==> config.mk <==
export PLATFORM = sky130hd
export DESIGN_NAME = vx_gbar_ctrl_flat
export DESIGN_NICKNAME = d
export VERILOG_FILES = /design/src/rtl/vx_gbar_ctrl_if.sv /design/src/rtl/vx_gbar_ctrl.sv /design/src/flat_wrapper.sv
export SDC_FILE = /design/constraint.sdc
export NUM_CORES = 1
export LEC_CHECK = 0
export CORE_ASPECT_RATIO = 0.75
export CORE_UTILIZATION = 39
export CTS_CLUSTER_SIZE = 24
export DETAILED_ROUTE_END_ITERATION = 8
export PLACE_DENSITY_LB_ADDON = 0.12
export RECOVER_POWER = 25
export SYNTH_ARGS = -nofsm -noshare
export SYNTH_HDL_FRONTEND = slang
export SYNTH_SLANG_ARGS = --single-unit
==> constraint.sdc <==
create_clock -name clk -period 7.2 [get_ports clk]
set_clock_uncertainty 0.1 [all_clocks]
set_input_delay 1.44 -clock clk [delete_from_list [all_inputs] [get_ports clk]]
set_output_delay 1.44 -clock clk [all_outputs]
set_load 0.01 [all_outputs]
==> src/rtl/vx_gbar_ctrl_if.sv <==
// Global-barrier bus: per-channel arrival requests toward the controller,
// plus the release, error and busy outputs it returns.
`timescale 1ns/1ps
interface vx_gbar_ctrl_if #(
   parameter int NUM_REQS     = 4,
   parameter int NUM_BARRIERS = 8,
   parameter int NB_WIDTH     = 3,
   parameter int NC_WIDTH     = 3
);
   logic [NUM_REQS-1:0]          req_valid;
   logic [NUM_REQS*NB_WIDTH-1:0] req_id;
   logic [NUM_REQS*NC_WIDTH-1:0] req_size_m1;
   logic [NUM_REQS*NC_WIDTH-1:0] req_core_id;
   logic [NUM_REQS-1:0]          req_ready;
   logic                         rsp_valid;
   logic [NB_WIDTH-1:0]          rsp_id;
   logic                         err_valid;
   logic [1:0]                   err_code;
   logic [NUM_BARRIERS-1:0]      busy_mask;

   modport master (
      output req_valid, req_id, req_size_m1, req_core_id,
      input  req_ready, rsp_valid, rsp_id, err_valid, err_code, busy_mask
   );

   modport slave (
      input  req_valid, req_id, req_size_m1, req_core_id,
      output req_ready, rsp_valid, rsp_id, err_valid, err_code, busy_mask
   );
endinterface

==> src/rtl/vx_gbar_ctrl.sv <==
// Global barrier controller: round-robin arrival arbiter, per-barrier arrival
// masks, one-cycle release broadcast and protocol error reporting.
`timescale 1ns/1ps
module vx_gbar_ctrl #(
   parameter int NUM_REQS     = 4,
   parameter int NUM_BARRIERS = 8,
   parameter int NUM_CORES    = 8,
   parameter int NB_WIDTH     = (NUM_BARRIERS > 1) ? $clog2(NUM_BARRIERS) : 1,
   parameter int NC_WIDTH     = (NUM_CORES > 1) ? $clog2(NUM_CORES) : 1
) (
   input logic           clk,
   input logic           reset,
   vx_gbar_ctrl_if.slave bus
);
   localparam int RP_WIDTH = (NUM_REQS > 1) ? $clog2(NUM_REQS) : 1;
   localparam logic [NC_WIDTH:0] CORES_LIMIT = (NC_WIDTH+1)'(NUM_CORES);
   localparam logic [NC_WIDTH:0] ONE_W       = (NC_WIDTH+1)'(1);

   localparam logic [1:0] ERR_NONE = 2'd0;
   localparam logic [1:0] ERR_DUP  = 2'd1;
   localparam logic [1:0] ERR_SIZE = 2'd2;
   localparam logic [1:0] ERR_CORE = 2'd3;

   logic [NUM_CORES-1:0]    mask_q   [NUM_BARRIERS];
   logic [NUM_CORES-1:0]    mask_nxt [NUM_BARRIERS];
   logic [NC_WIDTH-1:0]     size_q   [NUM_BARRIERS];
   logic [NC_WIDTH-1:0]     size_nxt [NUM_BARRIERS];
   logic [RP_WIDTH-1:0]     ptr_q;
   logic [RP_WIDTH-1:0]     ptr_nxt;
   logic [RP_WIDTH-1:0]     rr_k;
   logic [RP_WIDTH-1:0]     gnt_idx;
   logic                    gnt_any;
   logic                    accept;

   logic [NB_WIDTH-1:0]     sel_id;
   logic [NC_WIDTH-1:0]     sel_size;
   logic [NC_WIDTH-1:0]     sel_core;
   logic                    core_bad;
   logic [NUM_CORES-1:0]    cur_mask;
   logic [NUM_CORES-1:0]    core_bit;
   logic [NUM_CORES-1:0]    new_mask;
   logic                    release_now;
   logic [1:0]              err_nxt;

   logic                    rsp_valid_q;
   logic [NB_WIDTH-1:0]     rsp_id_q;
   logic                    err_valid_q;
   logic [1:0]              err_code_q;
   logic [NUM_BARRIERS-1:0] busy_q;

   function automatic logic [NC_WIDTH:0] popcount(input logic [NUM_CORES-1:0] v);
      logic [NC_WIDTH:0] n;
      n = '0;
      for (int i = 0; i < NUM_CORES; i++) begin
         n = n + {{NC_WIDTH{1'b0}}, v[i]};
      end
      return n;
   endfunction

   // Round-robin search starting at the pointer; first valid channel wins.
   always_comb begin
      gnt_any = 1'b0;
      gnt_idx = '0;
      rr_k    = '0;
      for (int i = 0; i < NUM_REQS; i++) begin
         rr_k = RP_WIDTH'((int'(ptr_q) + i) % NUM_REQS);
         if (!gnt_any && bus.req_valid[rr_k]) begin
            gnt_any = 1'b1;
            gnt_idx = rr_k;
         end
      end
   end

   // Grants are suppressed while reset is held so nothing is accepted in that cycle.
   assign accept = gnt_any && !reset;

   always_comb begin
      bus.req_ready = '0;
      if (accept) begin
         bus.req_ready[gnt_idx] = 1'b1;
      end
   end

   assign ptr_nxt  = (int'(gnt_idx) == NUM_REQS - 1) ? '0 : gnt_idx + 1'b1;
   assign sel_id   = bus.req_id[int'(gnt_idx)*NB_WIDTH +: NB_WIDTH];
   assign sel_size = bus.req_size_m1[int'(gnt_idx)*NC_WIDTH +: NC_WIDTH];
   assign sel_core = bus.req_core_id[int'(gnt_idx)*NC_WIDTH +: NC_WIDTH];
   assign core_bad = {1'b0, sel_core} >= CORES_LIMIT;
   assign cur_mask = mask_q[sel_id];

   always_comb begin
      core_bit = '0;
      if (!core_bad) begin
         core_bit[sel_core] = 1'b1;
      end
   end

   assign new_mask = cur_mask | core_bit;

   // The release compare is one bit wider than the size so size_m1 = NUM_CORES-1
   // cannot wrap to zero.
   always_comb begin
      for (int b = 0; b < NUM_BARRIERS; b++) begin
         mask_nxt[b] = mask_q[b];
         size_nxt[b] = size_q[b];
      end
      release_now = 1'b0;
      err_nxt     = ERR_NONE;
      if (accept) begin
         if (core_bad) begin
            err_nxt = ERR_CORE;
         end else if (cur_mask[sel_core]) begin
            err_nxt = ERR_DUP;
         end else if ((cur_mask != '0) && (sel_size != size_q[sel_id])) begin
            err_nxt = ERR_SIZE;
         end else begin
            if (cur_mask == '0) begin
               size_nxt[sel_id] = sel_size;
            end
            if (popcount(new_mask) == ({1'b0, sel_size} + ONE_W)) begin
               release_now      = 1'b1;
               mask_nxt[sel_id] = '0;
            end else begin
               mask_nxt[sel_id] = new_mask;
            end
         end
      end
   end

   always_ff @(posedge clk or posedge reset) begin
      if (reset) begin
         for (int b = 0; b < NUM_BARRIERS; b++) begin
            mask_q[b] <= '0;
            size_q[b] <= '0;
         end
         ptr_q       <= '0;
         rsp_valid_q <= 1'b0;
         rsp_id_q    <= '0;
         err_valid_q <= 1'b0;
         err_code_q  <= ERR_NONE;
         busy_q      <= '0;
      end else begin
         for (int b = 0; b < NUM_BARRIERS; b++) begin
            mask_q[b] <= mask_nxt[b];
            size_q[b] <= size_nxt[b];
            busy_q[b] <= |mask_nxt[b];
         end
         if (accept) begin
            ptr_q <= ptr_nxt;
         end
         rsp_valid_q <= release_now;
         if (release_now) begin
            rsp_id_q <= sel_id;
         end
         err_valid_q <= (err_nxt != ERR_NONE);
         err_code_q  <= err_nxt;
      end
   end

   assign bus.rsp_valid = rsp_valid_q;
   assign bus.rsp_id    = rsp_id_q;
   assign bus.err_valid = err_valid_q;
   assign bus.err_code  = err_code_q;
   assign bus.busy_mask = busy_q;

endmodule
==> src/flat_wrapper.sv <==
// flat-port wrapper written by rule: the top's interface ports become plain ports
module vx_gbar_ctrl_flat 
#(
   parameter int NUM_REQS     = 4,
   parameter int NUM_BARRIERS = 8,
   parameter int NUM_CORES    = 8,
   parameter int NB_WIDTH     = (NUM_BARRIERS > 1) ? $clog2(NUM_BARRIERS) : 1,
   parameter int NC_WIDTH     = (NUM_CORES > 1) ? $clog2(NUM_CORES) : 1
)
  (clk, reset, bus_req_valid, bus_req_id, bus_req_size_m1, bus_req_core_id, bus_req_ready, bus_rsp_valid, bus_rsp_id, bus_err_valid, bus_err_code, bus_busy_mask);
  vx_gbar_ctrl_if #(.NUM_REQS(NUM_REQS), .NUM_BARRIERS(NUM_BARRIERS), .NB_WIDTH(NB_WIDTH), .NC_WIDTH(NC_WIDTH)) bus_i ();
  input logic clk;
  input logic reset;
  input wire logic [$bits(bus_i.req_valid)-1:0] bus_req_valid;
  input wire logic [$bits(bus_i.req_id)-1:0] bus_req_id;
  input wire logic [$bits(bus_i.req_size_m1)-1:0] bus_req_size_m1;
  input wire logic [$bits(bus_i.req_core_id)-1:0] bus_req_core_id;
  output wire logic [$bits(bus_i.req_ready)-1:0] bus_req_ready;
  output wire logic [$bits(bus_i.rsp_valid)-1:0] bus_rsp_valid;
  output wire logic [$bits(bus_i.rsp_id)-1:0] bus_rsp_id;
  output wire logic [$bits(bus_i.err_valid)-1:0] bus_err_valid;
  output wire logic [$bits(bus_i.err_code)-1:0] bus_err_code;
  output wire logic [$bits(bus_i.busy_mask)-1:0] bus_busy_mask;
  assign bus_i.req_valid = bus_req_valid;
  assign bus_i.req_id = bus_req_id;
  assign bus_i.req_size_m1 = bus_req_size_m1;
  assign bus_i.req_core_id = bus_req_core_id;
  assign bus_req_ready = bus_i.req_ready;
  assign bus_rsp_valid = bus_i.rsp_valid;
  assign bus_rsp_id = bus_i.rsp_id;
  assign bus_err_valid = bus_i.err_valid;
  assign bus_err_code = bus_i.err_code;
  assign bus_busy_mask = bus_i.busy_mask;
  vx_gbar_ctrl #(.NUM_REQS(NUM_REQS), .NUM_BARRIERS(NUM_BARRIERS), .NUM_CORES(NUM_CORES), .NB_WIDTH(NB_WIDTH), .NC_WIDTH(NC_WIDTH)) u_core (.clk(clk), .reset(reset), .bus(bus_i));
endmodule
==> results of run 1 <==
per-layer routing:
metal / part of all wire, % / wire [um] / up-vias
li1: - / - / 2041
met1: 50 / 7889 / 2210
met2: 42 / 6654 / 125
met3: 6.2 / 986 / 24
met4: 1.7 / 274 / 0
met5: 0 / 0 / -
what timing repair did:
item / 4_1_cts / 5_1_grt
gates resized for setup: 3 / 26
pin swaps: 0 / 0
setup endpoints to repair: 53 / 71
buffers inserted: 0 / 0
hold endpoints to repair: 0 / 0
through the flow:
step | instance area (um^2) | setup WS (ps) | TNS [ps] | hold WS (ps) | utilization [%]
2_1_floorplan | 5939 | 154.8 | 0 | 372.2 | -
3_5_place_dp | 7154 | -552.5 | -27710 | 391.6 | 48.86
5_1_grt | 7574 | 11.90 | 0 | 422.5 | 51.72
4_1_cts | 7451 | -79.24 | -1589 | 409.0 | 50.88
6_report | 7574 | 250.8 | 0 | 403.7 | 51.72
3_3_place_gp | 7154 | -573.2 | -25380 | 382.9 | 48.86
cell usage in the layout, fill, tap and decap left out, drive strengths merged, types with 2 or more instances in the layout:
cell and count:
nor2 17, o31ai 2, inv 11, buf 63, nand2 36, a31oi 3, ha 8, and3 4
a21boi 2, a2111oi 2, nor4 6, a221o 9, mux2 117, mux2i 42, a211oi 2, nand4 8
clkinv 2, xnor2 3, nand3 4, a21oi 6, nor2b 4, xor2 3, and2 13, clkbuf 12
dfrtp 105, nand4b 2, o22ai 17, or4 18, clkdlybuf4s50 44, fa 4, nor3 5, and4 2
dlygate4sd3 16
how the worst max path moves through the flow:
stage,cells after the start,startpoint,slack [ps],end
after global routing,24,bus_req_valid[0],10,u_core.mask_q[45]
after global placement,23,bus_req_valid[2],-570,u_core.mask_q[14]
final,23,bus_req_valid[2],250,u_core.mask_q[13]
after detailed placement,22,bus_req_valid[2],-550,u_core.mask_q[38]
after floorplan,25,bus_req_valid[2],150,u_core.mask_q[18]
after CTS,22,bus_req_valid[2],-80,u_core.mask_q[52]
sequential cells by signal, summed over array words and instances, names as in the netlist:
signal,count
u_core.size_q,24
u_core.bus.err_valid,1
u_core.bus.err_code,2
u_core.ptr_q,2
u_core.bus.busy_mask,8
u_core.mask_q,64
u_core.bus.rsp_id,3
u_core.bus.rsp_valid,1
cell type report:
class                           instances  area, um^2
Sequential cell                       105        2628
Multi-Input combinational cell        347        3273
Fill cell                            1322        7071
Inverter                               11       42.54
Clock inverter                          4       52.55
Tap cell                              200       250.2
Clock buffer                           11       232.7
Timing Repair Buffer                  124        1095
logic make-up (layout without fill, tap and decap cells):
family                   after synthesis  in the layout
AO/OA/AOI/OAI                         48             48
XOR/XNOR                               6              6
adder cells (fa/ha/maj)               12             12
buffers and inverters                 32            150
flip-flops                           105            105
multiplexers                         160            160
AND/OR/NAND/NOR                      121            121
==> flow_metrics.py, run 1 <==
metrics = {
    "synth": {
        "yosysSeqAreaShare_pct": 44.24,
        "ys.flop_type": "dfrtp_1",
        "syn_inst": 484,
        "synth_top_family_by_area": "multiplexers",
        "synth_area_leaders": "dfrtp_1, mux2_2, mux2i_1",
        "synth-simple-area-share_pct": 13.06,
        "yosys_warnings": 0,
        "synth_top_cell_by_area": "dfrtp_1",
        "synth_nets": 538,
        "synth.distinct_cells": 52,
        "synth_xor_area_share_pct": 0.8848,
        "async_reset_ff_share_pct": 100.0,
        "synth_enable_flop_cells": 0,
        "synth-compound-area-share_pct": 6.383,
        "synth_adder_area_share_pct": 3.033,
        "synth_area_mm2": 0.005939,
        "ys_ff_latch": 105,
        "synth_top_area_share_pct": 44.24,
        "yosysMostFrequentCell": "dfrtp_1",
        "muxShareOfSynthArea_pct": 29.70,
        "ys_top_cells_by_count": "dfrtp_1, mux2_2, mux2i_1",
        "synth_area_per_cell_um2": 12.27,
    },
    "routing": {
        "ant_nets": 0,
        "dr.pass1.iters": 4,
        "avgRoutedWirePerCell_um": 19.71,
        "first_iter_violations": 271,
        "via_per_inst": 5.486,
        "drc": 0,
        "drt_wl_total_mm": 15.80,
        "vias": 4400,
    },
    "grt": {
        "grt_max_degree": 66,
        "grt_usage_pct": 21.90,
        "first_global_vias": 4426,
        "grtUsageMet1_pct": 32.18,
        "grt_most_used_layer": "met1",
        "gr-usage-met2_pct": 31.11,
        "use_met3_pct": 5.885,
        "grt_pass1_wl_mm": 25.41,
        "grt_overflow": 0,
        "antenna_found_initial": 0,
    },
    "cells_and_area": {
        "layoutNonFillerInstCount": 802,
        "fin_nets": 652,
        "drive_gt1_share_pct": 35.38,
        "area_delta_synth_final_pct": 27.51,
        "diodes": 0,
    },
    "setup_path": {
        "cp-end-kind": "flop",
        "crit_fanout": 12,
        "path_cells": "clkdlybuf4s50_1, nor2b_1, a221o_1, and2_0, buf_4, inv_2, mux2_2, nand2_1, buf_4, o22ai_1, a221o_1, and2_1, fa_1, inv_1, fa_1, fa_1, inv_1, fa_1, xor2_1, and3_4, buf_12, a21oi_2, mux2_2",
        "critPathTopFamily": "adder cells",
        "critPathLaunchType": "primary input",
        "worstPathArrival_ps": 7140,
        "max_stage_delay_ps": 500,
        "r2r-start": "u_core.ptr_q[1]",
        "worst-path-buf-inv": 7,
        "critical_path.most_common_cell": "fa_1",
        "r2r-end": "u_core.mask_q[13]",
        "reg2reg_slack_ps": 1450,
        "required_ps": 7390,
        "critPathKind": "in -> reg",
        "slowest_stage": "fa_1",
        "worstRegToRegCells": 21,
    },
    "sta": {
        "hold_viol_final": 0,
        "fin_crit_sh_pct": 96.52,
        "post-route-min-period_ps": 6949,
        "worst_pin_slew_ps": 1860,
        "rsz0062_at_grt": "false",
        "slew-limit-headroom_pct": -24.71,
        "setup_viol": 0,
        "clock.fmax_ghz": 0.1439,
        "drv_slew": 108,
    },
    "clocking": {
        "holdBufCountCts": 0,
        "clock_latency_ps": 360,
        "cts.reportedPaths.clkPinSlew_ps": 70,
        "clock_sinks": 105,
        "clock_path_buffers": 2,
        "cts_root_buf": "clkbuf_16",
        "htree_levels": 3,
        "cts-buffers-inserted": 9,
        "cts_tree": "built",
    },
    "hold_path": {
        "holdCritStartpoint": "u_core.bus.rsp_id[2]",
        "holdPathStages": 1,
        "hold_class": "reg -> reg",
        "hold_end": "u_core.bus.rsp_id[2]",
    },
    "run": {
        "cap_violations": 2,
    },
    "placement": {
        "post-dp-hpwl_mm": 12.04,
        "dp.cells": 787,
        "port_buffers": 60,
        "gp_congestion": 0.8434,
    },
    "floorplan": {
        "coreArea_mm2": 0.01464,
        "start_util_pct": 40.56,
        "die_h_um": 108.9,
        "ioPinCount": 61,
        "dieArea_mm2": 0.01573,
        "die_x_um": 144.5,
        "rows": 38,
    },
    "status": {
        "status": "finished, violations left",
        "violations": "max-capacitance violations, max-slew violations",
    },
}
Power of run 1 is not shown: default switching activity piles up to over one toggle a cycle in this logic, so the estimate is an artifact.
==> run 2, diff against run 1 <==
--- a/config.mk
+++ b/config.mk
@@ -9,6 +9,7 @@
 export CORE_UTILIZATION = 39
 export CTS_CLUSTER_SIZE = 24
 export DETAILED_ROUTE_END_ITERATION = 8
+export HOLD_SLACK_MARGIN = 0.06
 export PLACE_DENSITY_LB_ADDON = 0.12
 export RECOVER_POWER = 25
 export SYNTH_ARGS = -nofsm -noshare
==> results of run 2 <==
Same layout as run 1: the final DEF is identical, and so are final timing and power.
Power of run 2 is left out for the same reason.
